$ cat config.mk
export PLATFORM = sky130hd
export DESIGN_NAME = io_port_ctrl
export DESIGN_NICKNAME = d
export VERILOG_FILES = /design/src/rtl/io_port_ctrl_pkg.sv /design/src/rtl/io_debounce.sv /design/src/rtl/io_port_ctrl.sv
export SDC_FILE = /design/constraint.sdc
export NUM_CORES = 1
export LEC_CHECK = 0
export ABC_CLOCK_PERIOD_IN_PS = 4310
export CORE_MARGIN = 1.5
export CORE_UTILIZATION = 51
export CTS_BUF_LIST = sky130_fd_sc_hd__clkbuf_4 sky130_fd_sc_hd__clkbuf_8
export CTS_CLUSTER_DIAMETER = 50
export DETAILED_ROUTE_END_ITERATION = 10
export PLACE_DENSITY = 0.79
export SETUP_SLACK_MARGIN = 0.2
export SKIP_LAST_GASP = 1
export SYNTH_ARGS = -nofsm -noshare
export SYNTH_HDL_FRONTEND = slang
export SYNTH_SLANG_ARGS = --single-unit
$ cat constraint.sdc
create_clock -name clk -period 4.31 [get_ports clk]
set_input_delay 0.6465 -clock clk [delete_from_list [all_inputs] [get_ports clk]]
set_output_delay 0.6465 -clock clk [all_outputs]
set_load 0.005 [all_outputs]
$ cat src/rtl/io_port_ctrl_pkg.sv
// ============================================================================
// io_port_ctrl_pkg : register offsets and shared helpers for io_port_ctrl
// Revision: 1.0
// ============================================================================
`default_nettype none

package io_port_ctrl_pkg;

    localparam logic [2:0] IO_OFS_LED      = 3'd0;
    localparam logic [2:0] IO_OFS_HEX      = 3'd1;
    localparam logic [2:0] IO_OFS_CHAR     = 3'd2;
    localparam logic [2:0] IO_OFS_BITS     = 3'd3;
    localparam logic [2:0] IO_OFS_SWITCH   = 3'd4;
    localparam logic [2:0] IO_OFS_BUTTON   = 3'd5;
    localparam logic [2:0] IO_OFS_EVENTS   = 3'd6;
    localparam logic [2:0] IO_OFS_IRQ_MASK = 3'd7;

    localparam int DEFAULT_DEBOUNCE_CYCLES = 250000;

    // Each hex nibble becomes its own character byte for the scanner.
    function automatic logic [31:0] hex_expand(input logic [15:0] d);
        return {4'h0, d[15:12], 4'h0, d[11:8], 4'h0, d[7:4], 4'h0, d[3:0]};
    endfunction

endpackage

`default_nettype wire

$ cat src/rtl/io_debounce.sv
// ============================================================================
// io_debounce : two-flop synchroniser plus counter debounce for one input
// Revision: 1.0
// ============================================================================
`default_nettype none

module io_debounce
    import io_port_ctrl_pkg::*;
#(
    parameter int CYCLES = DEFAULT_DEBOUNCE_CYCLES
) (
    input  logic clk,
    input  logic reset,
    input  logic raw,
    output logic level,
    output logic rise
);

    localparam int CNT_W = $clog2(CYCLES);
    localparam logic [CNT_W-1:0] CNT_MAX = CNT_W'(CYCLES - 1);

    logic [1:0]       sync;
    logic [CNT_W-1:0] cnt;
    logic             mismatch;
    logic             accept;

    assign mismatch = sync[1] ^ level;
    assign accept   = mismatch && (cnt == CNT_MAX);
    // Combinational so the rise lands on the same edge as the level change.
    assign rise     = accept && sync[1];

    always_ff @(posedge clk or posedge reset) begin
        if (reset) begin
            sync  <= 2'b00;
            cnt   <= '0;
            level <= 1'b0;
        end else begin
            sync <= {sync[0], raw};
            if (!mismatch) begin
                cnt <= '0;
            end else if (accept) begin
                level <= sync[1];
                cnt   <= '0;
            end else begin
                cnt <= cnt + 1'b1;
            end
        end
    end

endmodule

`default_nettype wire

$ cat src/rtl/io_port_ctrl.sv
// ============================================================================
// io_port_ctrl : port-mapped LED/switch/button/seven-segment controller
// Optional IRQ output and mask register enabled by macro IO_IRQ_EN.
// Revision: 1.0
// ============================================================================
`default_nettype none

module io_port_ctrl
    import io_port_ctrl_pkg::*;
#(
    parameter logic [15:0] BASE_ADDR       = 16'h0010,
    parameter int          NUM_SW          = 8,
    parameter int          NUM_BTN         = 4,
    parameter int          NUM_LED         = 4,
    parameter int          NUM_DIGITS      = 4,
    parameter int          DEBOUNCE_CYCLES = DEFAULT_DEBOUNCE_CYCLES
) (
    input  logic                    clk,
    input  logic                    reset,
    input  logic [NUM_SW-1:0]       sw,
    input  logic [NUM_BTN-1:0]      btn,
    output logic [NUM_LED-1:0]      led,
    output logic [8*NUM_DIGITS-1:0] ssd_bits,
    output logic                    ssd_char_mode,
    input  logic                    port_read,
    input  logic                    port_write,
    input  logic [15:0]             port_addr,
    input  logic [15:0]             port_write_data,
    output logic [15:0]             port_read_data
`ifdef IO_IRQ_EN
    ,
    output logic                    irq
`endif
);

    localparam int SSD_W = 8 * NUM_DIGITS;

    logic [NUM_SW-1:0]  sw_meta;
    logic [NUM_SW-1:0]  sw_sync;
    logic [NUM_BTN-1:0] btn_level;
    logic [NUM_BTN-1:0] btn_rise;
    logic [NUM_BTN-1:0] events;
    logic [15:0]        rel;
    logic [2:0]         ofs;
    logic               hit;
    logic               wr;
    logic               rd;
    logic [15:0]        rdata;
`ifdef IO_IRQ_EN
    logic [NUM_BTN-1:0] irq_mask;
`endif

    // Wrapping subtraction also rejects addresses below the base.
    assign rel = port_addr - BASE_ADDR;
    assign hit = (rel[15:3] == 13'd0);
    assign ofs = rel[2:0];
    assign wr  = port_write && hit;
    assign rd  = port_read && hit;

    generate
        for (genvar i = 0; i < NUM_BTN; i++) begin : g_btn
            io_debounce #(
                .CYCLES (DEBOUNCE_CYCLES)
            ) u_debounce (
                .clk   (clk),
                .reset (reset),
                .raw   (btn[i]),
                .level (btn_level[i]),
                .rise  (btn_rise[i])
            );
        end
    endgenerate

    always_comb begin
        rdata = 16'h0000;
        case (ofs)
            IO_OFS_SWITCH:   rdata = 16'(sw_sync);
            IO_OFS_BUTTON:   rdata = 16'(btn_level);
            IO_OFS_EVENTS:   rdata = 16'(events);
`ifdef IO_IRQ_EN
            IO_OFS_IRQ_MASK: rdata = 16'(irq_mask);
`endif
            default:         rdata = 16'h0000;
        endcase
    end

    always_ff @(posedge clk or posedge reset) begin
        if (reset) begin
            sw_meta        <= '0;
            sw_sync        <= '0;
            led            <= '0;
            ssd_bits       <= '1;
            ssd_char_mode  <= 1'b0;
            port_read_data <= 16'h0000;
            events         <= '0;
        end else begin
            sw_meta        <= sw;
            sw_sync        <= sw_meta;
            port_read_data <= rd ? rdata : 16'h0000;
            // A rise arriving on the clearing edge survives the clear.
            if (rd && (ofs == IO_OFS_EVENTS)) begin
                events <= btn_rise;
            end else begin
                events <= events | btn_rise;
            end
            if (wr) begin
                case (ofs)
                    IO_OFS_LED: led <= port_write_data[NUM_LED-1:0];
                    IO_OFS_HEX: begin
                        ssd_bits      <= (ssd_bits << 32) | SSD_W'(hex_expand(port_write_data));
                        ssd_char_mode <= 1'b1;
                    end
                    IO_OFS_CHAR: begin
                        ssd_bits      <= (ssd_bits << 16) | SSD_W'(port_write_data);
                        ssd_char_mode <= 1'b1;
                    end
                    IO_OFS_BITS: begin
                        ssd_bits      <= (ssd_bits << 16) | SSD_W'(port_write_data);
                        ssd_char_mode <= 1'b0;
                    end
                    default: ;
                endcase
            end
        end
    end

`ifdef IO_IRQ_EN
    always_ff @(posedge clk or posedge reset) begin
        if (reset) begin
            irq_mask <= '0;
            irq      <= 1'b0;
        end else begin
            if (wr && (ofs == IO_OFS_IRQ_MASK)) begin
                irq_mask <= port_write_data[NUM_BTN-1:0];
            end
            irq <= |(events & irq_mask);
        end
    end
`endif

endmodule

`default_nettype wire

======== Word-level counts from Yosys, hierarchy flattened ========
Index checks and enable logic that the tools add are counted.
W data, S select, Z words.
word-level totals
  register bits ........................... 157
  latch bits .............................. 0
  RAM bits ................................ 0
  memory bits (read-only) ................. 0
  input bits .............................. 48
  output and inout bits ................... 53
  logic and storage cells ................. 77
  memories ................................ 0
cells by class
  add/subtract/negate cells ............... 5
  multipliers ............................. 0
  div/mod/pow operators ................... 0
  magnitude comparators ................... 0
  eq/ne operators ......................... 10
  shift-type cells ........................ 0
  multiplexer cells ....................... 13
  bitwise gates (word level) .............. 6
  reductions and logical operators ........ 24
operators with widths
  cell                     number
  $mux W18                 8
  $add A18 B1 Y18 const B  4
  $eq A18 B18 Y1 const B   4
  $pmux W32 S2             1
  $or A32 B16 Y32          1
  $pmux W8 S3              1
  $mux W16                 1
  $sub A16 B5 Y16 const B  1
  $reduce_and A2 Y1        7
  $logic_not A13 Y1        1
  $logic_and A1 B1 Y1      11
  $eq A3 B3 Y1 const B     3
  $eq A3 B2 Y1 const B     2
  $mux W4                  1
  $or A4 B4 Y4             1
  $reduce_bool A2 Y1       2
  $reduce_or A2 Y1         2
  $xor A1 B1 Y1            4
  $eq A3 B1 Y1 const B     1
  $logic_not A3 Y1         1
  $pmux W1 S2              1

======== Depth between registers and ports, before layout ========
  word-level depth ........................ 5
  gate-level depth with buffers ........... 8
  depth with buffers taken out ............ 6

======== By module ========
Synthesis repeated with hierarchy kept, for this count alone.
unflattened totals
  cells, all modules ...................... 631
  area, all modules ....................... 6,772.7 um2
by module, submodules not included
  module                                  times used  cells each  area each (um2)  sequential area each (um2)
  io_debounce at g_btn[0].u_debounce ...  3           99          1,011.0          525.5
  io_port_ctrl                            1           234         2,730.1          1,666.6
  io_debounce at g_btn[1].u_debounce      1           100         1,009.7          525.5

======== Worst setup path before layout ========
No wires, ideal clock.
  kind .................................... input -> register
  start ................................... in port_addr[4]
  end ..................................... reg led[0]
  library setup time ...................... 0.125 ns
  arrival ................................. 2.171 ns
  data required time ...................... 4.185 ns
  path slack .............................. 2.014 ns
  cell stages on the path ................. 7
  path buffers ............................ 1
  cells stage by stage .................... inv_1 ha_1 and4bb_2 nand4_2 or4_1 buf_2 mux2_4
between the ends
  longest elaborated chain between the ends .. 4
ends and longest elaborated chain
  what                         RTL line             RTL
  from (decl)                  io_port_ctrl.sv:27   input logic [15:0] port_addr,
  $sub A16 B5 Y16              io_port_ctrl.sv:54   assign rel = port_addr - BASE_ADDR;
  $logic_not A13 Y1            io_port_ctrl.sv:55   assign hit = (rel[15:3] == 13'd0);
  $logic_and A1 B1 Y1          io_port_ctrl.sv:57   assign wr = port_write && hit;
  $reduce_and A2 Y1 (no line)  --
  to (signal assigned)         io_port_ctrl.sv:108  IO_OFS_LED: led <= port_write_data[NUM_LED-1:0];
  to (decl)                    io_port_ctrl.sv:22   output logic [NUM_LED-1:0] led,
Every way passes these cells.
A chain may end at the register's enable or synchronous reset.

======== Final worst setup path ========
  start ................................... in port_addr[4]
  end ..................................... reg ssd_bits[1]
between the ends
  longest elaborated chain between the ends .. 4
ends and longest elaborated chain
  what                         RTL line             RTL
  $sub A16 B5 Y16              io_port_ctrl.sv:54
  $logic_not A13 Y1            io_port_ctrl.sv:55
  $logic_and A1 B1 Y1          io_port_ctrl.sv:57
  $reduce_and A2 Y1 (no line)  --
  to (signal assigned)         io_port_ctrl.sv:110  ssd_bits <= (ssd_bits << 32) | SSD_W'(hex_expand(port_write_data));
  to (signal assigned)         io_port_ctrl.sv:114  ssd_bits <= (ssd_bits << 16) | SSD_W'(port_write_data);
  to (signal assigned)         io_port_ctrl.sv:118  ssd_bits <= (ssd_bits << 16) | SSD_W'(port_write_data);
  to (decl)                    io_port_ctrl.sv:23   output logic [8*NUM_DIGITS-1:0] ssd_bits,
Every way passes these cells.

==> metrics.cfg <==
[status]
outcome=finished clean

[setup_path]
critPathArrivalTime_ns=3.14
worst-path-max-fanout=35
cp-end-kind=flop
crit_path_start_kind=input port
crit_type=input port to flop
cp_slowest_stage_delay_ns=0.60
critPathRequiredTime_ns=4.70
crit_chain=clkdlybuf4s50_1 > inv_1 > ha_1 > and4bb_2 > nand4_2 > buf_4 > or2_1 > mux2_2
critical-path-top-delay-family=simple AND/OR/NAND/NOR gates
cp_slowest_cell=or2_1
crit_buf_inv=3

[layout]
final_util_pct=64.13
antenna_cells=0
fillers=1043
finalNetCount=775
area_growth_pct=21.14
drive_gt1_share_pct=14.15
stdcell_area_um2=8224

[logic_synthesis]
synth_largest_area_cell=dfrtp_1
synth_area_per_cell_um2=10.81
synth_top_area_share_pct=43.13
synthArstFlopShare_pct=100.0
netlist_instances=628
synth_edf_count=0
yosys-top-cells-count=dfrtp_1 (117), nor2_1 (78), o21ai_0 (66)
yosys_warnings=0
synth_cell_type_count=56
ys_seq_area_share_pct=55.51
yosys-top-cells-area=dfrtp_1 (43%), dfstp_2 (12%), xnor2_1 (5.0%)
synth-seq-cells=149
synthesis.area_um2=6789
synth_flop_cell=dfrtp_1
yosysMostFrequentCell=dfrtp_1

[die]
initial_core_util_pct=52.94
fp.dieH_um=118.4
num_io_pins=101
dieWidth_um=118.4
coreArea_um2=12820
num_rows=41
die_area_um2=14010

[clocking]
clock_tree.buffer_depth=2
clockRootBuffer=clkbuf_8
post_cts_buffers=0
cts_hold_buf=0
clk_pin_slew_ns=0.08
clk-insertion-delay-late_ns=0.46
h-tree-depth=4
clock-sinks=149
cts_buffers=17
postCtsResizedCells=0
cts_tree=done

[routing]
vias=5018
drt_pass1_iterations=4
ant_nets=0
drt-wirelength-per-cell_um=15.57
vias_per_cell=5.533
wl_mm=14.12
drt_iter0_drc=379
post-route-drc-count=0

[sta]
period_minus_slack_ns=2.755
rsz0062_at_grt=no
worst_pin_slew_ns=0.8959
fmax_mhz=362.9
maxSlewViolCount=0
period_share_pct=63.93
slew_headroom_pct=40.07
clock-skew-final_ns=0.01335
finalSetupTns_ns=0
setup_ws_ns=1.555
setup_viol=0
hold_viol=0

[placed_design]
preCtsSetupSlack_ns=1.091
dpl.hpwl_mm=9.960
placed_cell_area_um2=7850
place.gp.congestion=0.7979
port-buffer-count=92

[global_route]
grt_pass1_vias=5051
grt_overflow_total=0
grt_usage_pct=21.55
grt_max_degree=150
grt_pass1_wl_mm=24.07
antenna_found_initial=0

[power_and_ir_drop]
clockPowerShare_pct=38.9
pwr-share-comb_pct=5.7
switching_power_mw=0.6099
peakVddDrop_mv=0.2211
power_per_cell_area_nw_per_um2=314.6
p_leak_nw=3.332
sequentialPowerShare_pct=55.4
power.total_mw=2.587
sw_frac_of_total_pct=23.58
internal_power_mw=1.977

[flow_run]
cap_viol_max_count=0

[worst_hold_path]
hold_path.class=flop to flop

## sequential cells by signal (all words and copies together) (netlist names)
| signal | count |
|---|---|
| ssd_bits | 32 |
| g_btn.u_debounce.cnt | 72 |
| events | 4 |
| sw_sync | 8 |
| led | 4 |
| g_btn.u_debounce.level | 4 |
| ssd_char_mode | 1 |
| g_btn.u_debounce.sync | 8 |
| sw_meta | 8 |
| port_read_data | 8 |
## routing by layer
metal | GRT usage [%] | share of wire [%]
met5 | 0 | 0
met4 | 9.639 | 2.4
met3 | 4.344 | 4.4
met2 | 36.19 | 50
met1 | 27.04 | 43
## layout by cell type, fill, tap and decap left out, types with 3 or more instances in the layout
cell type / netlist / final
nor4_1: 17 / 17
nand2_1: 40 / 40
nand3_1: 27 / 27
buf_4: 8 / 5
mux2_4: 4 / 4
nand4_1: 14 / 14
mux2i_1: 16 / 16
or4_1: 10 / 10
and3_1: 4 / 4
nor3_1: 15 / 15
clkdlybuf4s50_1: 0 / 92
xnor2_1: 39 / 39
dfrtp_1: 117 / 117
nor2_1: 78 / 78
xor2_1: 19 / 19
nand2b_1: 4 / 4
conb_1: 1 / 8
clkinvlp_4: 0 / 3
o31ai_1: 4 / 4
clkinv_4: 0 / 3
a21oi_1: 14 / 14
inv_1: 15 / 14
dfstp_2: 32 / 32
and4_1: 4 / 4
or3_1: 4 / 4
mux2_2: 6 / 6
and2_1: 5 / 5
clkinv_2: 0 / 5
nor4b_1: 3 / 3
ha_1: 5 / 5
clkbuf_8: 0 / 19
o21ai_0: 66 / 66
## power groups by stage
| stage | Sequential [mW] | Clock (mW) | Combinational, mW |
|---|---|---|---|
| final | 1.43 | 1.01 | 0.146 |
| after global routing | 1.44 | 1.09 | 0.164 |
| after CTS | 1.43 | 1.04 | 0.149 |
| after detailed placement | 1.46 | 0 | 0.148 |
| after global placement | 1.46 | 0 | 0.143 |
| after floorplan | 1.46 | 0 | 0.0821 |
## area by class of cell
class | instances | area [um^2] | area share (%)
Sequential cell | 149 | 3769 | 45.82
Clock inverter | 12 | 105.1 | 1.278
Inverter | 15 | 60.06 | 0.7303
Tap cell | 172 | 215.2 | 2.617
Multi-Input combinational cell | 441 | 2828 | 34.38
Timing Repair Buffer | 98 | 978.4 | 11.90
Clock buffer | 20 | 269.0 | 3.271
## metrics by stage
step                hold WS [ns]  cells
detailed placement        0.3347    875
floorplan                 0.3312    635
CTS                       0.3530    907
global placement          0.3326    875
global route              0.3577    907
finish                    0.3512    907
## final timing paths
path / from / to / slack, ns / cells after the start
max in group asynchronous: reset / g_btn[0].u_debounce.cnt[14]$_DFF_PP0_ / 2.99 / 3
min in group asynchronous: reset / g_btn[1].u_debounce.cnt[2]$_DFF_PP0_ / 0.78 / 3
setup / recovery: port_addr[4] / ssd_bits[1]$_DFFE_PP1P_ / 1.55 / 8
hold / removal: sw_meta[3]$_DFF_PP0_ / sw_sync[3]$_DFF_PP0_ / 0.35 / 0
setup reg to reg: g_btn[2].u_debounce.cnt[4]$_DFF_PP0_ / g_btn[2].u_debounce.cnt[7]$_DFF_PP0_ / 2.25 / 4
hold reg to reg: sw_meta[3]$_DFF_PP0_ / sw_sync[3]$_DFF_PP0_ / 0.35 / 0
## cells by family (layout without fill, tap and decap cells)
family,Yosys count,in the layout,share of synthesized area (%)
and+or+nand+nor,249,249,19.92
muxes,28,28,4.570
DFF,149,149,55.51
AOI/OAI and AO/OA,93,93,8.312
buffers and inverters,45,145,3.225
other,1,8,0.05524
xor gates and xnor gates,58,58,7.483
adders and majority gates,5,5,0.9215
## worst reg2reg max path: cells and delay by family (launching register included)
kind,cells,cell delay (ns)
AOI/OAI and AO/OA,1,0.88
DFF,1,0.50
and+or+nand+nor,3,0.54
No activity file was read; power rests on OpenSTA's default activity.
